[src/rtl/majority_rr_sched.sv]
// Round-robin scheduler feeding a shared popcount/majority evaluator.
// Two-stage pipe (capture S1, output S2) with saturating delivery statistics.
module majority_rr_sched #(
  parameter  int NREQ   = 4,
  parameter  int DW     = 8,
  parameter  int THRESH = 4,
  parameter  int CW     = 16,
  localparam int IDW    = (NREQ > 1) ? $clog2(NREQ) : 1,
  localparam int CNTW   = $clog2(DW) + 1
) (
  input  logic                 clk,
  input  logic                 rst,
  input  logic [NREQ-1:0]      req_valid,
  input  logic [NREQ*DW-1:0]   req_data,
  output logic [NREQ-1:0]      req_ready,
  output logic                 rsp_valid,
  input  logic                 rsp_ready,
  output logic [IDW-1:0]       rsp_id,
  output logic [DW-1:0]        rsp_data,
  output logic [CNTW-1:0]      rsp_count,
  output logic                 rsp_detect,
  output logic [CW-1:0]        stat_total,
  output logic [CW-1:0]        stat_detect
);

  function automatic logic [CNTW-1:0] popcnt(input logic [DW-1:0] d);
    logic [CNTW-1:0] c;
    c = '0;
    for (int i = 0; i < DW; i++) c = c + CNTW'(d[i]);
    return c;
  endfunction

  function automatic logic [CW-1:0] sat_inc(input logic [CW-1:0] v, input logic en);
    return (en && (v != '1)) ? v + CW'(1) : v;
  endfunction

  logic [IDW-1:0]  r_ptr;
  logic            r_s1_vld;
  logic [DW-1:0]   r_s1_data;
  logic [IDW-1:0]  r_s1_id;
  logic            r_rsp_vld;
  logic [IDW-1:0]  r_rsp_id;
  logic [DW-1:0]   r_rsp_data;
  logic [CNTW-1:0] r_rsp_cnt;
  logic            r_rsp_det;
  logic [CW-1:0]   r_stat_total;
  logic [CW-1:0]   r_stat_detect;

  logic            w_out_adv;
  logic            w_s1_adv;
  logic            w_gnt_any;
  logic [IDW-1:0]  w_gnt_id;
  logic [DW-1:0]   w_gnt_data;
  logic [IDW-1:0]  w_ptr_nxt;
  logic [IDW:0]    w_sum;
  logic [IDW-1:0]  w_scan;
  logic [CNTW-1:0] w_s1_cnt;
  logic            w_s1_det;

  assign w_out_adv = !r_rsp_vld || rsp_ready;
  assign w_s1_adv  = !r_s1_vld || w_out_adv;

  // Scan from the pointer upward with wrap; first valid requester wins.
  always_comb begin
    w_gnt_any = 1'b0;
    w_gnt_id  = '0;
    w_sum     = '0;
    w_scan    = '0;
    for (int k = 0; k < NREQ; k++) begin
      w_sum  = {1'b0, r_ptr} + (IDW+1)'(k);
      w_scan = (w_sum >= (IDW+1)'(NREQ)) ? IDW'(w_sum - (IDW+1)'(NREQ)) : w_sum[IDW-1:0];
      if (!w_gnt_any && req_valid[w_scan]) begin
        w_gnt_any = 1'b1;
        w_gnt_id  = w_scan;
      end
    end
  end

  always_comb begin
    w_gnt_data = '0;
    for (int i = 0; i < NREQ; i++)
      if (w_gnt_id == IDW'(i)) w_gnt_data = req_data[i*DW +: DW];
  end

  always_comb begin
    req_ready = '0;
    if (!rst && w_s1_adv && w_gnt_any) req_ready[w_gnt_id] = 1'b1;
  end

  assign w_ptr_nxt = (w_gnt_id == IDW'(NREQ-1)) ? '0 : w_gnt_id + IDW'(1);
  assign w_s1_cnt  = popcnt(r_s1_data);
  assign w_s1_det  = (w_s1_cnt >= CNTW'(THRESH));

  // Stage 1: capture the granted byte
  always_ff @(posedge clk) begin
    if (w_s1_adv && w_gnt_any) begin
      r_s1_data <= w_gnt_data;
      r_s1_id   <= w_gnt_id;
    end
  end

  always_ff @(posedge clk or posedge rst) begin
    if (rst) begin
      r_ptr         <= '0;
      r_s1_vld      <= 1'b0;
      r_rsp_vld     <= 1'b0;
      r_rsp_id      <= '0;
      r_rsp_data    <= '0;
      r_rsp_cnt     <= '0;
      r_rsp_det     <= 1'b0;
      r_stat_total  <= '0;
      r_stat_detect <= '0;
    end else begin
      if (w_s1_adv) begin
        r_s1_vld <= w_gnt_any;
        if (w_gnt_any) r_ptr <= w_ptr_nxt;
      end
      // Stage 2: evaluate and hold the result until consumed
      if (w_out_adv) begin
        r_rsp_vld  <= r_s1_vld;
        r_rsp_id   <= r_s1_id;
        r_rsp_data <= r_s1_data;
        r_rsp_cnt  <= w_s1_cnt;
        r_rsp_det  <= w_s1_det;
      end
      if (r_rsp_vld && rsp_ready) begin
        r_stat_total  <= sat_inc(r_stat_total, 1'b1);
        r_stat_detect <= sat_inc(r_stat_detect, r_rsp_det);
      end
    end
  end

  assign rsp_valid   = r_rsp_vld;
  assign rsp_id      = r_rsp_id;
  assign rsp_data    = r_rsp_data;
  assign rsp_count   = r_rsp_cnt;
  assign rsp_detect  = r_rsp_det;
  assign stat_total  = r_stat_total;
  assign stat_detect = r_stat_detect;

endmodule

[config.mk]
export PLATFORM = sky130hd
export DESIGN_NAME = majority_rr_sched
export DESIGN_NICKNAME = d
export VERILOG_FILES = /design/src/rtl/majority_rr_sched.sv
export SDC_FILE = /design/constraint.sdc
export NUM_CORES = 1
export LEC_CHECK = 0
export BUFFER_PORTS_ARGS = -buffer_cell sky130_fd_sc_hd__clkbuf_2
export CAP_MARGIN = 20
export CORE_MARGIN = 3
export CORE_UTILIZATION = 50
export DETAILED_ROUTE_END_ITERATION = 6
export MAX_ROUTING_LAYER = met4
export PLACE_DENSITY = 0.73
export SETUP_SLACK_MARGIN = 0.05
export SYNTH_ARGS = -nofsm -noshare
export SYNTH_HDL_FRONTEND = slang
export SYNTH_SLANG_ARGS = --single-unit
[constraint.sdc]
create_clock -name clk -period 3.2 [get_ports clk]
set_input_delay 0.64 -clock clk [delete_from_list [all_inputs] [get_ports clk]]
set_output_delay 0.64 -clock clk [all_outputs]
set_load 0.005 [all_outputs]
### Word-level counts from Yosys, hierarchy flattened

Index checks and enable logic that the tools add are counted.

* flip-flop bits (word level): 61
* bits of input ports: 39
* output and inout port bits: 52
* word-level logic and storage cells: 93

* $add $sub $neg: 17
* $lt $le $gt $ge: 11
* equality and inequality tests: 5
* muxes and demuxes: 28
* reductions and logical operators: 21

Operators by type and width (count)
* adder 16 x 1 -> 16 bit (second input constant): 2
* two-way mux 8 bit: 4
* inequality test 16 bit (second input constant): 2
* two-way mux 2 bit: 9
* adder 4 x 1 -> 4 bit: 4
* < comparator 2 x 3 -> 1 bit (second input constant): 5
* greater-or-equal comparator 3 bit (second input constant): 3
* logical AND 1 bit: 9
* two-way mux 1 bit: 9
* binary-select mux 1 bit (select 2 bit): 4
* subtractor 2 x 1 -> 2 bit (second input constant): 4
* adder 2 x 2 -> 3 bit (second input constant): 2
* logical NOT 1 bit: 6
* AND reduction 2 bit: 3
* adder 3 x 1 -> 4 bit: 1
* == test 2 bit (second input constant): 2
* greater-or-equal comparator 4 x 3 -> 1 bit (second input constant): 1
* two-way mux 4 bit: 1
* adder 2 x 1 -> 3 bit: 1
* adder 2 x 1 -> 3 bit (second input constant): 1
* greater-or-equal comparator 2 x 3 -> 1 bit (second input constant): 1
* adder 1 x 1 -> 2 bit: 1
* adder 2 x 1 -> 2 bit (second input constant): 1
* demux 1 bit (select 2 bit): 1
* other kinds (4): 5

### Longest topological paths before layout

* word-level depth: 19
* mapped depth: 12
* depth with buffers taken out: 12

### Worst setup path after synthesis

Ideal clock, no wire load.

* kind: input port to output port
* start point: input req_valid[0]
* end point: output req_ready[3]
* data arrival time: 2.242 ns
* data required time: 2.560 ns
* path slack: 0.318 ns
* stages on the path: 9
* path buffers: 2
* cells stage by stage: nor2b_1 -> a21oi_1 -> nor2_1 -> a221oi_1 -> nor2b_1 -> ha_1 -> clkbuf_1 -> clkbuf_1 -> and2_1

* word-level cells in the longest chain between the ends: 17
* elaborated cells on any way between the ends: 29
* those cells by class: order compare (2); mux (19); reduce/logical (8)

Ends and longest elaborated chain
* start, declared: RTL line 13 `input logic [NREQ-1:0] req_valid,`
* binary-select mux 1 bit (select 2 bit): RTL line 72 `if (!w_gnt_any && req_valid[w_scan]) begin`
* two-way mux 1 bit (not written as such): RTL line 72
* two-way mux 1 bit: RTL line 72
* logical NOT 1 bit: RTL line 72
* logical AND 1 bit: RTL line 72
* two-way mux 1 bit: RTL line 72
* logical NOT 1 bit: RTL line 72
* logical AND 1 bit: RTL line 72
* [2 not listed]
* logical AND 1 bit: RTL line 72
* two-way mux 2 bit *: RTL line 72
* via w_gnt_id[0]: RTL line 52 `logic [IDW-1:0] w_gnt_id;`
* < comparator 2 x 3 -> 1 bit (not written as such) or greater-or-equal comparator 2 x 1 -> 1 bit (tied branches): RTL line 87 `if (!rst && w_s1_adv && w_gnt_any) req_ready[w_gnt_id] = 1'b1;`
* logical AND 1 bit (not written as such): RTL line 87
* two-way mux 1 bit (not written as such): RTL line 87
* demux 1 bit (select 2 bit) *: RTL line 87
* two-way mux 4 bit *: RTL line 87
* end, declared: RTL line 15 `output logic [NREQ-1:0] req_ready,`

The timed path passes the listed nets; every way through them passes the cells marked *. The select of a mux whose other input is x is not followed.

### Worst setup path in the final report

* start point: register r_s1_data[1]
* end point: register r_rsp_det, in the netlist rsp_detect

* word-level cells in the longest chain between the ends: 8

Ends and longest elaborated chain
* start, declared: RTL line 39 `logic [DW-1:0] r_s1_data;`
* start signal, assigned: RTL line 97 `r_s1_data <= w_gnt_data;`
* adder 1 x 1 -> 2 bit: RTL line 29 `for (int i = 0; i < DW; i++) c = c + CNTW'(d[i]);`
* adder 2 x 1 -> 3 bit: RTL line 29
* adder 3 x 1 -> 4 bit: RTL line 29
* adder 4 x 1 -> 4 bit (4 in series): RTL line 29
* greater-or-equal comparator 4 x 3 -> 1 bit: RTL line 92 `assign w_s1_det = (w_s1_cnt >= CNTW'(THRESH));`
* end signal, assigned: RTL line 124 `r_rsp_det <= w_s1_det;`
* end, declared: RTL line 45 `logic r_rsp_det;`

Every way passes these cells.
A chain may end at the register's enable or synchronous reset.

==> results.ini <==
[power]
report.power.total_uw=3060
power.density_mw_per_mm2=791
power_leakage_uw=0.00191
worst_ir_drop_vdd_uv=414

[setup_path]
crit_path_largest_cell_delay_ns=0.51
critPathArrivalTime_ns=3.14
timing.setup.critical_path_class=flop to flop
path_delay_family=adder cells
critical_path.endpoint_type=flop
critPathSlowestCell=sky130_fd_sc_hd__fa_1
crit_required_ns=3.39
worst_setup_path_start_kind=flop
crit_path_max_fanout=2
worstPathBufferInverterCount=4
critical_path.cell_chain=inv_1 > fa_1 > fa_1 > fa_1 > inv_1 > ha_1 > inv_1 > fa_1 > inv_1 > nand3_1 > o21ai_0 > a21oi_1

[global_routing]
met2_usage_pct=29.3
grt_util_all_layers_pct=18.9
wire_length_of_the_first_global_routing_pass_um=10900
grt.met1_usage_pct=24.0
grt_remaining_overflow=0
grt_busiest_layer=met2
first_global_vias=2492
antenna_found_initial=0
grt_start_max_net_pins=52
globalRouteMet3Util_pct=4.66

[synth]
postSynth.topFlopCell=sky130_fd_sc_hd__dfrtp_1
synth_compound_area_share_pct=10.4
share_of_synthesized_area_spent_on_multiplexers_pct=1.48
seq_area_frac_synth_pct=50.4
asr_flop_ratio_synth_pct=83.6
average_cell_area_after_synthesis_um2=10.1
yosys.area_share.adder_pct=6.16
post_synth_edffs=10
xor_xnor_portion_of_the_synthesized_cell_area_pct=7.56
synth_simple_gate_area_share_pct=19.9
main_combinational_cell_family_by_area_after_synthesis=simple AND/OR/NAND/NOR gates
syn_inst=311
synthesis.area_mm2=0.00313
yosys_warnings=0
syn-num-nets=363
ys_types=38
flip_flop_and_latch_count_after_synthesis=61

[timing]
report.final.setup_viol=0
hold_violations=0
finalSetupTns_ns=0
setup_repair_after_global_routing_missed_its_margin=false
timing.clock.skew_ns=0.00690
timing.final.crit_period_ns=2.96
max_slew_margin_pct=71.2
clock.fmax_ghz=0.338
actual_transition_at_the_worst_max_transition_pin_ns=0.431
maxSlewViolCount=0
period_share_pct=92.4
fin_ws_ns=0.243

[placed_design]
place_hpwl_um=4740
detailed_place.area_mm2=0.00367
io_buffers=90
place_congestion=0.853
place_ws_ns=0.262

[cells_and_area]
areaGrowthSynthToFinish_pct=23.5
area.sequential_mm2=0.00158
postLayoutCellArea_mm2=0.00386
number_of_nets_in_the_layout=459
multiInputGateArea_mm2=0.00143
num-fill-cells=515
layout-drive-gt1-share_pct=29.1
antenna-diode-count=0

[die]
floorplan.core_area_mm2=0.00599
die_area_mm2=0.00724
num_rows=28
initial_utilization_pct=52.2
die_h_um=85.1
boundaryPins=91
die_w_um=85.1

[job]
maxCapViolations=0

[clock_tree]
cts_root_buf=sky130_fd_sc_hd__clkbuf_8
cts_inserted_buffers=9
postCtsHoldBufs=0
clkSlewWorstSetupHoldPaths_ns=0.07
clock_tree_from_tritoncts=built
clk-insertion-delay-late_ns=0.33
h-tree-depth=3
cts_max_path_buffers=2
cts_resized=0
post-cts-setup-buffer-count=0
cts.sink_count=61

[status]
status=complete, no violations

[detailed_routing]
via_count=2528
via_per_inst=5.19
drt-pass1-iter-count=4
first_iter_violations=72
postRouteWirelength_um=6180
routed_wire_length_per_instance_um=12.7
drcViolationCount=0
ant_nets=0

[worst_hold_path]
type_of_the_most_critical_hold_path=primary input to asynchronous set/reset pin

path summary, 6_finish.rpt:
| kind | startpoint | to | cells after the start | slack (ns) |
|---|---|---|---|---|
| worst min-delay path | rst | stat_detect[6] | 2 | 0.25 |
| worst max register to register | r_s1_data[1] | rsp_detect | 12 | 0.24 |
| worst max-delay path | r_s1_data[1] | rsp_detect | 12 | 0.24 |
| max in group asynchronous | rst | stat_total[0] | 3 | 2.46 |
| worst min register to register | r_s1_vld | rsp_valid | 1 | 0.46 |
| min in group clk | r_s1_vld | rsp_valid | 1 | 0.46 |
report_power, final:
group	switching (uW)	leakage [uW]	total (uW)	internal, uW
Combinational	664	0.00106	1230	568
Clock	280	0.0000986	596	316
Sequential	193	0.000747	1230	1030
Total	1140	0.00191	3060	1920
registers in the layout (all words and copies together) (netlist names):
name / count
stat_detect: 16
stat_total: 16
r_s1_data: 8
rsp_data: 8
rsp_count: 4
r_ptr: 2
r_s1_id: 2
rsp_id: 2
r_s1_vld: 1
rsp_detect: 1
rsp_valid: 1
synthesized netlist by cell type (3+ instances only):
master | n | area, um^2
sky130_fd_sc_hd__a21oi_1 | 17 | 85.1
sky130_fd_sc_hd__a22oi_1 | 7 | 52.6
sky130_fd_sc_hd__a31oi_1 | 3 | 18.8
sky130_fd_sc_hd__and2_1 | 5 | 31.3
sky130_fd_sc_hd__and3_1 | 7 | 43.8
sky130_fd_sc_hd__and4_1 | 5 | 43.8
sky130_fd_sc_hd__clkbuf_1 | 10 | 37.5
sky130_fd_sc_hd__dfrtp_1 | 51 | 1280
sky130_fd_sc_hd__edfxtp_1 | 10 | 300
sky130_fd_sc_hd__fa_1 | 4 | 80.1
sky130_fd_sc_hd__ha_1 | 9 | 113
sky130_fd_sc_hd__inv_1 | 22 | 82.6
sky130_fd_sc_hd__nand2_1 | 44 | 165
sky130_fd_sc_hd__nand2b_1 | 4 | 25.0
sky130_fd_sc_hd__nand3_1 | 12 | 60.1
sky130_fd_sc_hd__nand4_1 | 12 | 75.1
sky130_fd_sc_hd__nor2_1 | 18 | 67.6
sky130_fd_sc_hd__nor2b_1 | 4 | 25.0
sky130_fd_sc_hd__nor3_1 | 3 | 15.0
sky130_fd_sc_hd__o21ai_0 | 18 | 90.1
sky130_fd_sc_hd__xnor2_1 | 21 | 184
sky130_fd_sc_hd__xor2_1 | 6 | 52.6
worst reg2reg max path, cell delays in order, from the launching register on:
cell and delay (ns):
sky130_fd_sc_hd__edfxtp_1 0.36, sky130_fd_sc_hd__inv_1 0.11, sky130_fd_sc_hd__fa_1 0.44, sky130_fd_sc_hd__fa_1 0.51, sky130_fd_sc_hd__fa_1 0.41, sky130_fd_sc_hd__inv_1 0.07, sky130_fd_sc_hd__ha_1 0.15, sky130_fd_sc_hd__inv_1 0.05
sky130_fd_sc_hd__fa_1 0.40, sky130_fd_sc_hd__inv_1 0.09, sky130_fd_sc_hd__nand3_1 0.07, sky130_fd_sc_hd__o21ai_0 0.08, sky130_fd_sc_hd__a21oi_1 0.08
metal layers:
| layer | up-vias | share of wire (%) |
|---|---|---|
| li1 | 1264 | - |
| met5 | - | 0 |
| met4 | 0 | 1.7 |
| met3 | 10 | 7.6 |
| met1 | 1168 | 45 |
| met2 | 86 | 46 |
cells in the final DEF, fill, tap and decap left out, types with 6 or more instances in the layout:
| cell type | n |
|---|---|
| sky130_fd_sc_hd__nand2_1 | 44 |
| sky130_fd_sc_hd__nand4_1 | 12 |
| sky130_fd_sc_hd__a22oi_1 | 7 |
| sky130_fd_sc_hd__nor2_1 | 18 |
| sky130_fd_sc_hd__a21oi_1 | 17 |
| sky130_fd_sc_hd__dfrtp_1 | 51 |
| sky130_fd_sc_hd__inv_1 | 21 |
| sky130_fd_sc_hd__clkbuf_8 | 11 |
| sky130_fd_sc_hd__nand3_1 | 12 |
| sky130_fd_sc_hd__xor2_1 | 6 |
| sky130_fd_sc_hd__clkbuf_2 | 90 |
| sky130_fd_sc_hd__and3_1 | 7 |
| sky130_fd_sc_hd__edfxtp_1 | 10 |
| sky130_fd_sc_hd__ha_1 | 9 |
| sky130_fd_sc_hd__xnor2_1 | 21 |
| sky130_fd_sc_hd__o21ai_0 | 18 |
final cells by class:
type	count	area share (%)
sequential	61	40.8
multi-input combinational	217	36.9
timing repair buffer	96	13.2
clock buffer	11	3.92
tap	75	2.43
inverter	22	2.14
clock inverter	5	0.648
through the flow:
step	hold WS, ns	utilization [%]	std cells
2_1_floorplan	0.422	-	311
3_3_place_gp	0.431	61.2	470
3_5_place_dp	0.433	61.2	470
4_1_cts	0.462	64.1	486
5_1_grt	0.255	64.5	487
6_report	0.253	64.5	487
cell families after synthesis:
family | after synthesis
compound gates | 53
xor+xnor | 27
fa+ha+maj | 13
buf+inv | 33
flops | 61
mux | 4
simple gates | 120
No activity file was read; power rests on OpenSTA's default activity.
